$ cat src/rtl/music_pkg.sv
// rtl/music_pkg.sv - shared types and constants for the note sequencer
package music_pkg;

  typedef logic [6:0] pitch_t;
  typedef logic [4:0] octave_t;

  localparam pitch_t PITCH_REST     = 7'd15;
  localparam int     CLK_HZ_DEFAULT = 27000000;

  typedef enum logic [1:0] {
    ST_IDLE,
    ST_FETCH,
    ST_PLAY,
    ST_DONE
  } seq_state_e;

  // Only 0..11 name real semitones; every other code is silent.
  function automatic logic is_rest(input pitch_t p);
    return p > 7'd11;
  endfunction

endpackage

$ cat src/rtl/ms_tick_gen.sv
// rtl/ms_tick_gen.sv - millisecond prescaler with clear and enable, 1-cycle tick on wrap
module ms_tick_gen #(
  parameter int PERIOD = 27000
) (
  input  logic i_clk,
  input  logic i_rst,
  input  logic i_clear,
  input  logic i_en,
  output logic o_tick
);

  localparam int CNT_W = (PERIOD > 1) ? $clog2(PERIOD) : 1;
  localparam logic [CNT_W-1:0] LAST = CNT_W'(PERIOD - 1);

  logic [CNT_W-1:0] r_cnt;
  logic             w_wrap;

  assign w_wrap = (r_cnt == LAST);
  assign o_tick = i_en && w_wrap;

  always_ff @(posedge i_clk) begin
    if (i_rst || i_clear) begin
      r_cnt <= '0;
    end else if (i_en) begin
      r_cnt <= w_wrap ? '0 : r_cnt + CNT_W'(1);
    end
  end

endmodule

$ cat src/rtl/note_sequencer.sv
// rtl/note_sequencer.sv - walks a song table, holding each note for its duration in ms
// Optional feature macro: SEQ_LOOP_EN (end of song restarts at note 0 instead of stopping).
module note_sequencer
  import music_pkg::*;
#(
  parameter int CLK_HZ = CLK_HZ_DEFAULT,
  parameter int ADDR_W = 10,
  parameter int DUR_W  = 15
) (
  input  logic              clk,
  input  logic              rst,
  input  logic              start,
  input  logic              pause,
  output logic [ADDR_W-1:0] note_id,
  input  pitch_t            rom_pitch,
  input  logic [DUR_W-1:0]  rom_dur_ms,
  input  octave_t           rom_octave,
  output pitch_t            pitch,
  output octave_t           octave,
  output logic              sounding,
  output logic              note_strobe,
  output logic              busy,
  output logic              done
);

  localparam int TICK_DIV = CLK_HZ / 1000;
  localparam logic [ADDR_W-1:0] LAST_ID = '1;

`ifdef SEQ_LOOP_EN
  localparam bit LOOP_EN = 1'b1;
`else
  localparam bit LOOP_EN = 1'b0;
`endif

  seq_state_e        r_state;
  logic [ADDR_W-1:0] r_note_id;
  pitch_t            r_pitch;
  octave_t           r_octave;
  logic [DUR_W-1:0]  r_ms_cnt;
  logic              r_sounding;
  logic              r_strobe;
  logic              r_busy;
  logic              r_done;

  logic w_tick;
  logic w_clear;
  logic w_en;

  // Prescaler restarts from zero at the beginning of every note.
  assign w_clear = (r_state != ST_PLAY);
  assign w_en    = (r_state == ST_PLAY) && !pause;

  ms_tick_gen #(
    .PERIOD (TICK_DIV)
  ) u_tick (
    .i_clk   (clk),
    .i_rst   (rst),
    .i_clear (w_clear),
    .i_en    (w_en),
    .o_tick  (w_tick)
  );

  always_ff @(posedge clk) begin
    if (rst) begin
      r_state    <= ST_IDLE;
      r_note_id  <= '0;
      r_pitch    <= '0;
      r_octave   <= '0;
      r_ms_cnt   <= '0;
      r_sounding <= 1'b0;
      r_strobe   <= 1'b0;
      r_busy     <= 1'b0;
      r_done     <= 1'b0;
    end else begin
      r_strobe <= 1'b0;
      case (r_state)
        ST_IDLE, ST_DONE: begin
          r_sounding <= 1'b0;
          if (start) begin
            r_state   <= ST_FETCH;
            r_note_id <= '0;
            r_busy    <= 1'b1;
            r_done    <= 1'b0;
          end
        end

        ST_FETCH: begin
          if (rom_dur_ms == '0) begin
            // A looping table whose first entry is the marker would spin forever; stop instead.
            if (LOOP_EN && (r_note_id != '0)) begin
              r_note_id <= '0;
            end else begin
              r_state <= ST_DONE;
              r_busy  <= 1'b0;
              r_done  <= 1'b1;
            end
          end else begin
            r_state    <= ST_PLAY;
            r_pitch    <= rom_pitch;
            r_octave   <= rom_octave;
            r_ms_cnt   <= rom_dur_ms;
            r_strobe   <= 1'b1;
            r_sounding <= !is_rest(rom_pitch) && !pause;
          end
        end

        ST_PLAY: begin
          r_sounding <= !is_rest(r_pitch) && !pause;
          if (w_tick) begin
            if (r_ms_cnt == DUR_W'(1)) begin
              r_sounding <= 1'b0;
              if (r_note_id != LAST_ID) begin
                r_note_id <= r_note_id + ADDR_W'(1);
                r_state   <= ST_FETCH;
              end else if (LOOP_EN) begin
                r_note_id <= '0;
                r_state   <= ST_FETCH;
              end else begin
                r_state <= ST_DONE;
                r_busy  <= 1'b0;
                r_done  <= 1'b1;
              end
            end else begin
              r_ms_cnt <= r_ms_cnt - DUR_W'(1);
            end
          end
        end

        default: begin
          r_state <= ST_IDLE;
          r_busy  <= 1'b0;
          r_done  <= 1'b0;
        end
      endcase
    end
  end

  assign note_id     = r_note_id;
  assign pitch       = r_pitch;
  assign octave      = r_octave;
  assign sounding    = r_sounding;
  assign note_strobe = r_strobe;
  assign busy        = r_busy;
  assign done        = r_done;

endmodule

$ cat config.mk
export PLATFORM = sky130hd
export DESIGN_NAME = note_sequencer
export DESIGN_NICKNAME = d
export VERILOG_FILES = /design/src/rtl/music_pkg.sv /design/src/rtl/ms_tick_gen.sv /design/src/rtl/note_sequencer.sv
export SDC_FILE = /design/constraint.sdc
export NUM_CORES = 1
export LEC_CHECK = 0
export ABC_AREA = 1
export ABC_CLOCK_PERIOD_IN_PS = 1700
export BUFFER_PORTS_ARGS = -buffer_cell sky130_fd_sc_hd__buf_2
export CAP_MARGIN = 40
export CORE_ASPECT_RATIO = 0.9
export CORE_UTILIZATION = 45
export DETAILED_ROUTE_END_ITERATION = 7
export PLACE_DENSITY = 0.8
export SETUP_SLACK_MARGIN = 0.05
export SLEW_MARGIN = 20
export SYNTH_ARGS = -nofsm -noshare
export SYNTH_HDL_FRONTEND = slang
export SYNTH_SLANG_ARGS = --single-unit
$ cat constraint.sdc
create_clock -name clk -period 1.7 [get_ports clk]
set_clock_uncertainty 0.2 [all_clocks]
set_input_delay 0.34 -clock clk [delete_from_list [all_inputs] [get_ports clk]]
set_output_delay 0.34 -clock clk [all_outputs]
set_load 0.005 [all_outputs]
==> results of run 1 <==
-- state kept, by name, summed over array words and instances, names as in the netlist --
register and flops:
r_ms_cnt 15, done 1, note_id 10, octave 5
busy 1, r_state 2, note_strobe 1, u_tick.r_cnt 15
sounding 1, pitch 7
-- worst max path at each step --
stage	to	cells after the start	slack [ns]
6_report	sounding	13	-0.13
5_1_grt	note_id[8]	9	-0.22
4_1_cts	r_ms_cnt[4]	12	-0.04
3_5_place_dp	note_id[1]	10	-0.14
3_3_place_gp	r_state[1]	10	-0.06
2_1_floorplan	r_ms_cnt[7]	12	-0.03
-- synthesized netlist by cell type (3+ instances only) --
cell	count
xnor2_1	3
clkbuf_1	11
inv_1	46
dfxtp_1	58
a21oi_1	30
nor2_2	3
a21oi_2	8
nand3_1	23
o21ai_0	22
ha_1	6
nor3b_1	4
nor3_1	8
or2_2	4
nand2_1	137
nor2_1	83
o21bai_1	3
xor2_1	8
buf_4	4
clkinv_1	3
nand2_2	12
nor2_4	3
nand4_1	22
-- routing by layer --
layer	wire (um)	GRT usage (%)	vias up
met5	0	0	-
met4	262	10.9	0
met3	677	5.73	28
met2	5710	47.2	159
met1	4480	31.5	1933
li1	-	-	1971
-- power by group --
group	leakage [nW]	internal, W	total (W)	switching (W)
registers	0.480	0.00162	0.00182	0.000199
clock network	0.123	0.00102	0.00165	0.000637
logic	1.62	0.00160	0.00359	0.00200
-- repair_timing --
action | 4_1_cts | 5_1_grt
pin swaps | 18 | 13
resized for setup | 47 | 38
hold buffers | 1 | 0
endpoints found under the setup margin | 38 | 56
cloned | 1 | 1
endpoints found under the hold margin | 1 | 0
setup buffers | 8 | 4
-- cell families (layout without fill, tap and decap cells) --
group / Yosys count / count (layout) / share of synthesized area (%)
buffers and inverters: 69 / 213 / 8.69
adders and majority gates: 6 / 6 / 2.16
xor gates and xnor gates: 11 / 11 / 2.78
DFF: 58 / 58 / 33.5
muxes: 2 / 2 / 0.577
AOI/OAI and AO/OA: 69 / 69 / 11.8
and+or+nand+nor: 309 / 310 / 40.5
-- critical path: stages, from the launching register on --
cell and delay [ns]:
dfxtp_2 0.35, inv_2 0.05, ha_4 0.17, nand2_4 0.10, inv_4 0.05, nand3_4 0.11
nand2_4 0.09, buf_4 0.14, buf_6 0.11, nand2_2 0.06, nand2_2 0.05, nand2_2 0.08
nand2_2 0.06, a21oi_2 0.12
-- placed cells by master, fill, tap and decap left out, types with 2 or more instances in the layout --
cell type,instances
nand2_1,114
nor3b_2,2
mux2i_1,2
or2_2,3
o21bai_1,3
ha_1,3
clkinv_1,3
buf_4,79
nand3_4,3
nor3_2,3
a31oi_1,2
nand2_4,6
dfxtp_1,42
buf_12,2
dfxtp_2,15
nand2_2,30
inv_4,2
and2_1,2
a21oi_1,23
o21ai_1,4
xnor2_1,3
nor2_2,11
nor3b_1,2
nor3_1,6
nand3_2,3
inv_1,40
clkbuf_8,10
buf_2,56
a21oi_2,15
xor2_1,8
nor2_4,8
ha_4,3
bufinv_16,3
nor2_1,70
inv_2,6
o21ai_0,18
nand3_1,20
buf_6,8
nand4_1,22
-- stage by stage --
stage	setup WS [ns]	area, um^2	std cells	power (W)	TNS, ns
5_1_grt	-0.220	5050	762	0.00749	-4.81
6_report	-0.133	5050	762	0.00707	-1.99
3_5_place_dp	-0.137	4420	731	0.00476	-2.39
4_1_cts	-0.0448	4890	757	0.00679	-0.247
3_3_place_gp	-0.0564	4420	731	0.00466	-0.816
2_1_floorplan	-0.0251	3580	524	0.00375	-0.167
-- final cells by class --
type	count	area share (%)
Tap cell	93	2.30
Timing Repair Buffer	146	20.0
Multi-Input combinational cell	398	45.3
Sequential cell	58	23.4
Clock buffer	10	2.72
Inverter	51	3.99
Clock inverter	6	2.23
==> reports/summary.txt, run 1 <==
Pre-Repair DR Iteration Count = 5
Register Area = 1180 um^2
Layout cell share with drive strength beyond 1 = 41.6%
Die W = 94.5 um
Vias = 4091
Sequential area share after synthesis = 33.5%
RSZ-0062 raised after global routing = yes
Share of the synthesized area in the top cell type = 33.5%
DRC errors left = 0
CTS root buf = clkbuf_8
Total track usage = 26.9%
Avg WL per Cell = 14.6 um
IO Port Bufs = 56
Synth area leaders = dfxtp_1 (33%), nand2_1 (15%), nor2_1 (9.0%)
Crit Path Class = reg2reg
Seq cells post-synth = 58
Netlist cell types = 40
TritonCTS clock tree = built
Worst-Margin Slew = 0.265 ns
Number of synthesized flops with an enable pin = 0
# diodes = 0
Fmax = 545 MHz
Post-synth top flop = dfxtp_1
PnR worst setup slack = -0.133 ns
MaxCap Viol Count = 0
Starting density of the core = 47.8%
Min Tclk post-route = 1.83 ns
Crit path DAT = 1.92 ns
Clock-pin slew on the worst setup and hold paths = 0.08 ns
Origin of the worst min-delay path = rom_pitch[0]
Hold Worst Slack = 0.0336 ns
Area taken by multi-input logic gates = 2290 um^2
Hold Path Depth = 3
Critical Path End Type = flop
Worst path required time = 1.79 ns
Worst Setup SP = r_state[0]
CTS Buf Count = 9
Mean Syn Cell Area = 6.62 um^2
VDD IR-drop max = 0.000605 V
Antenna Nets Post-Route = 0
Largest net degree at the start of global routing = 20
Final Hold Viols = 0
Total grt overflow = 0
Biggest area consumer among synthesized cells = dfxtp_1
PwrDens = 1400 nW/um^2
Cell area after synthesis = 3470 um^2
Reg-to-reg slack, setup = -0.13 ns
Asr flop ratio synth = 0%
Violated checks = negative setup slack
Detailed Place HPWL = 7080 um
DR iter-0 viols = 244
Yosys warning count = 0
Number of setup violations in the final report = 33
Rows = 29
FF-to-FF Start = r_state[0]
Final core utilization = 69.7%
Final net count = 701
Max Slew Vio Count = 0
Die Y = 85.3 um
Reg2reg path depth = 13
IO Pins = 57
Final worst-path cycle share = 108%
Vias per cell = 5.37
R2R Path End = sounding
Static leakage = 2.22 nW
WHS Endpoint = pitch[0]
# fillers = 559
Crit start category = flop
First-pass GRT wire length = 17000 um
H-Tree Depth = 3
Synth Net Count = 561
Initial antenna violation count = 0
GP Congestion = 0.897
HP Class = in2reg
Worst skew pair latency = 0.35 ns
Status = finished, violations left
Total core area = 7260 um^2
Die area = 8060 um^2
Clock Path Buffers = 2
Syn Inst Count = 524
Final WL = 11100 um
Slew margin rel. = 82.2%
Area grow syn2layout = 45.7%
CTS sink cnt = 58
Max Fanout on Critical Path = 4
Number of global-route vias before repair = 3815
Power figures use the tool's default switching activity.
==> inputs of run 2 (changes only) <==
--- a/config.mk
+++ b/config.mk
@@ -13,6 +13,7 @@
 export CORE_UTILIZATION = 45
 export DETAILED_ROUTE_END_ITERATION = 7
 export PLACE_DENSITY = 0.8
+export RECOVER_POWER = 50
 export SETUP_SLACK_MARGIN = 0.05
 export SLEW_MARGIN = 20
 export SYNTH_ARGS = -nofsm -noshare
==> run 2 against run 1 <==
- the flow still finishes with violations (negative setup slack)
- core utilization down 0.34 points
- count of clock-buffer cells in the layout unchanged
- hold slack better by 0.0025 ns
- flip-flop and latch count unchanged
- critical endpoint is now note_id[8]
==> reports/summary.txt, run 2 (synthesis results as in run 1) <==
Pre-Repair DR Iteration Count = 5 (unchanged)
Die area = 8060 um^2 (unchanged)
Status = finished, violations left (unchanged)
Crit start category = flop (unchanged)
MaxCap Viol Count = 0 (unchanged)
Power Internal = 0.00421 W (was 0.00423 W)
PnR worst setup slack = -0.150 ns (was -0.133 ns)
Total core area = 7260 um^2 (unchanged)
IO Pins = 57 (unchanged)
Clock-pin slew on the worst setup and hold paths = 0.07 ns (was 0.08 ns)
Final Hold Viols = 0 (unchanged)
Max Fanout on Critical Path = 3 (was 4)
Final net count = 701 (unchanged)
DRC errors left = 0 (unchanged)
Slew margin rel. = 82.0% (was 82.2%)
PwrDens = 1400 nW/um^2 (about the same)
CTS Buf Count = 9 (unchanged)
Die W = 94.5 um (unchanged)
HP Class = in2reg (unchanged)
Total track usage = 26.9% (unchanged)
Clock network power share = 23.5% (was 23.4%)
CTS sink cnt = 58 (unchanged)
Worst-Margin Slew = 0.268 ns (was 0.265 ns)
Static leakage = 2.18 nW (was 2.22 nW)
Detailed Place HPWL = 7080 um (unchanged)
Power, Total = 0.00704 W (was 0.00707 W)
GP Congestion = 0.897 (unchanged)
Initial antenna violation count = 0 (unchanged)
Die Y = 85.3 um (unchanged)
VDD IR-drop max = 0.000606 V (was 0.000605 V)
Most frequent cells in the layout = nand2_1 (114), buf_4 (77), nor2_1 (70) (was nand2_1 (114), buf_4 (79), nor2_1 (70))
Fmax = 541 MHz (was 545 MHz)
IO Port Bufs = 56 (unchanged)
Worst skew pair latency = 0.35 ns (about the same)
Reg power frac = 25.9% (was 25.8%)
Area grow syn2layout = 45.0% (was 45.7%)
Number of global-route vias before repair = 3815 (unchanged)
Worst path required time = 1.76 ns (was 1.79 ns)
Crit path cell chain = ha_4 -> nand2_4 -> nor2_4 -> buf_4 -> nand2_1 -> nand2_1 -> nand2_1 -> nor2_1 -> nand4_1 -> a21oi_1 (was inv_2 -> ha_4 -> nand2_4 -> inv_4 -> nand3_4 -> nand2_4 -> buf_4 -> buf_6 -> nand2_2 -> nand2_2 -> nand2_2 -> nand2_2 -> a21oi_2)
Vias = 4061 (was 4091)
Vias per cell = 5.33 (was 5.37)
Starting density of the core = 47.8% (unchanged)
Net Sw Frac = 40.2% (was 40.1%)
Worst path max stage delay = 0.39 ns (was 0.35 ns)
Critical Path End Type = flop (unchanged)
DR iter-0 viols = 229 (was 244)
CTS root buf = clkbuf_8 (unchanged)
Dpl cells = 731 (unchanged)
Commonest non-fill, non-tap cell in the layout = nand2_1 (unchanged)
Logic pwr share = 50.7% (was 50.8%)
Layout cell share with drive strength beyond 1 = 39.9% (was 41.6%)
Worst path slowest cell = dfxtp_1 (was dfxtp_2)
Clock Path Buffers = 2 (unchanged)
Final worst-path cycle share = 109% (was 108%)
Crit Path Class = reg2reg (unchanged)
Crit path DAT = 1.91 ns (was 1.92 ns)
TritonCTS clock tree = built (unchanged)
Final WL = 11100 um (about the same)
Final core utilization = 69.3% (was 69.7%)
FF-to-FF Start = note_id[1] (was r_state[0])
H-Tree Depth = 3 (unchanged)
# diodes = 0 (unchanged)
Violated checks = negative setup slack (unchanged)
Min Tclk post-route = 1.85 ns (was 1.83 ns)
Avg WL per Cell = 14.5 um (was 14.6 um)
Largest net degree at the start of global routing = 20 (unchanged)
RSZ-0062 raised after global routing = yes (unchanged)
Worst Setup SP = note_id[1] (was r_state[0])
Max Slew Vio Count = 0 (unchanged)
First-pass GRT wire length = 17000 um (unchanged)
Rows = 29 (unchanged)
Antenna Nets Post-Route = 0 (unchanged)
Psw = 0.00283 W (about the same)
Origin of the worst min-delay path = rom_pitch[0] (unchanged)
Crit path top cell by count = nand2_1 (was nand2_2)
Total grt overflow = 0 (unchanged)
Number of setup violations in the final report = 33 (unchanged)
Non-Filler Instances = 762 (unchanged)
[run 2: changes by cell type in the layout (fill, tap and decap cells not counted)]
cell | before | now
clkbuf_2 | 0 | 1
buf_2 | 56 | 48
dfxtp_2 | 15 | 14
clkbuf_1 | 0 | 10
buf_4 | 79 | 77
buf_6 | 8 | 7
dfxtp_1 | 42 | 43
[run 2: per-layer routing]
| layer | wire [um] | track usage [%] | vias to the layer above | share of wire (%) |
|---|---|---|---|---|
| met5 | 0 | 0 | - | 0 |
| met4 | 263 | 10.9 | 0 | 2.4 |
| met3 | 674 | 5.73 | 30 | 6.1 |
| met2 | 5670 | 47.2 | 171 | 51 |
| met1 | 4460 | 31.5 | 1886 | 40 |
| li1 | - | - | 1974 | - |
[run 2: critical path, delay by kind of cell (launching register included)]
kind	cells	cell delay [ns]
AND/OR/NAND/NOR	7	0.64
AO/OA/AOI/OAI	1	0.21
flip-flops	1	0.39
adder cells (fa/ha/maj)	1	0.17
buffers and inverters	1	0.14
[run 2: worst paths after layout]
check	end	slack, ns	cells after the start
worst max-delay path	note_id[8]	-0.15	10
worst min-delay path	pitch[0]	0.04	3
worst max register to register	note_id[8]	-0.15	10
worst min register to register	done	0.28	2
[run 2: power groups by stage]
| stage | combinational [W] | clock [W] | sequential [W] |
|---|---|---|---|
| 6_report | 0.00357 | 0.00165 | 0.00182 |
| 3_5_place_dp | 0.00296 | 0 | 0.00180 |
| 3_3_place_gp | 0.00287 | 0 | 0.00179 |
| 5_1_grt | 0.00390 | 0.00172 | 0.00184 |
| 4_1_cts | 0.00332 | 0.00166 | 0.00181 |
| 2_1_floorplan | 0.00194 | 0 | 0.00181 |
[run 2: metrics by stage]
stage / instance area (um^2) / TNS, ns / worst slack (ns) / hold slack [ns]
2_1_floorplan: 3580 / -0.167 / -0.0251 / 0.243
3_3_place_gp: 4420 / -0.816 / -0.0564 / 0.259
3_5_place_dp: 4420 / -2.39 / -0.137 / 0.259
4_1_cts: 4890 / -0.247 / -0.0448 / 0.0283
5_1_grt: 5030 / -5.23 / -0.257 / 0.0558
6_report: 5030 / -1.99 / -0.150 / 0.0360
[run 2: layout make-up]
class	instances	area, um^2
inverters	51	201
clock inverters	6	113
clock buffers	10	138
multi-input cells	398	2290
fillers	569	2230
flip-flops and latches	58	1180
well taps	93	116
repair buffers	146	990
[run 2: repair_timing]
action	in CTS	in global routing
setup buffers	8	4
cloned	1	1
endpoints found under the setup margin	38	56
resized for setup	47	38
pin swaps	18	13
hold buffers	1	0
endpoints found under the hold margin	1	0
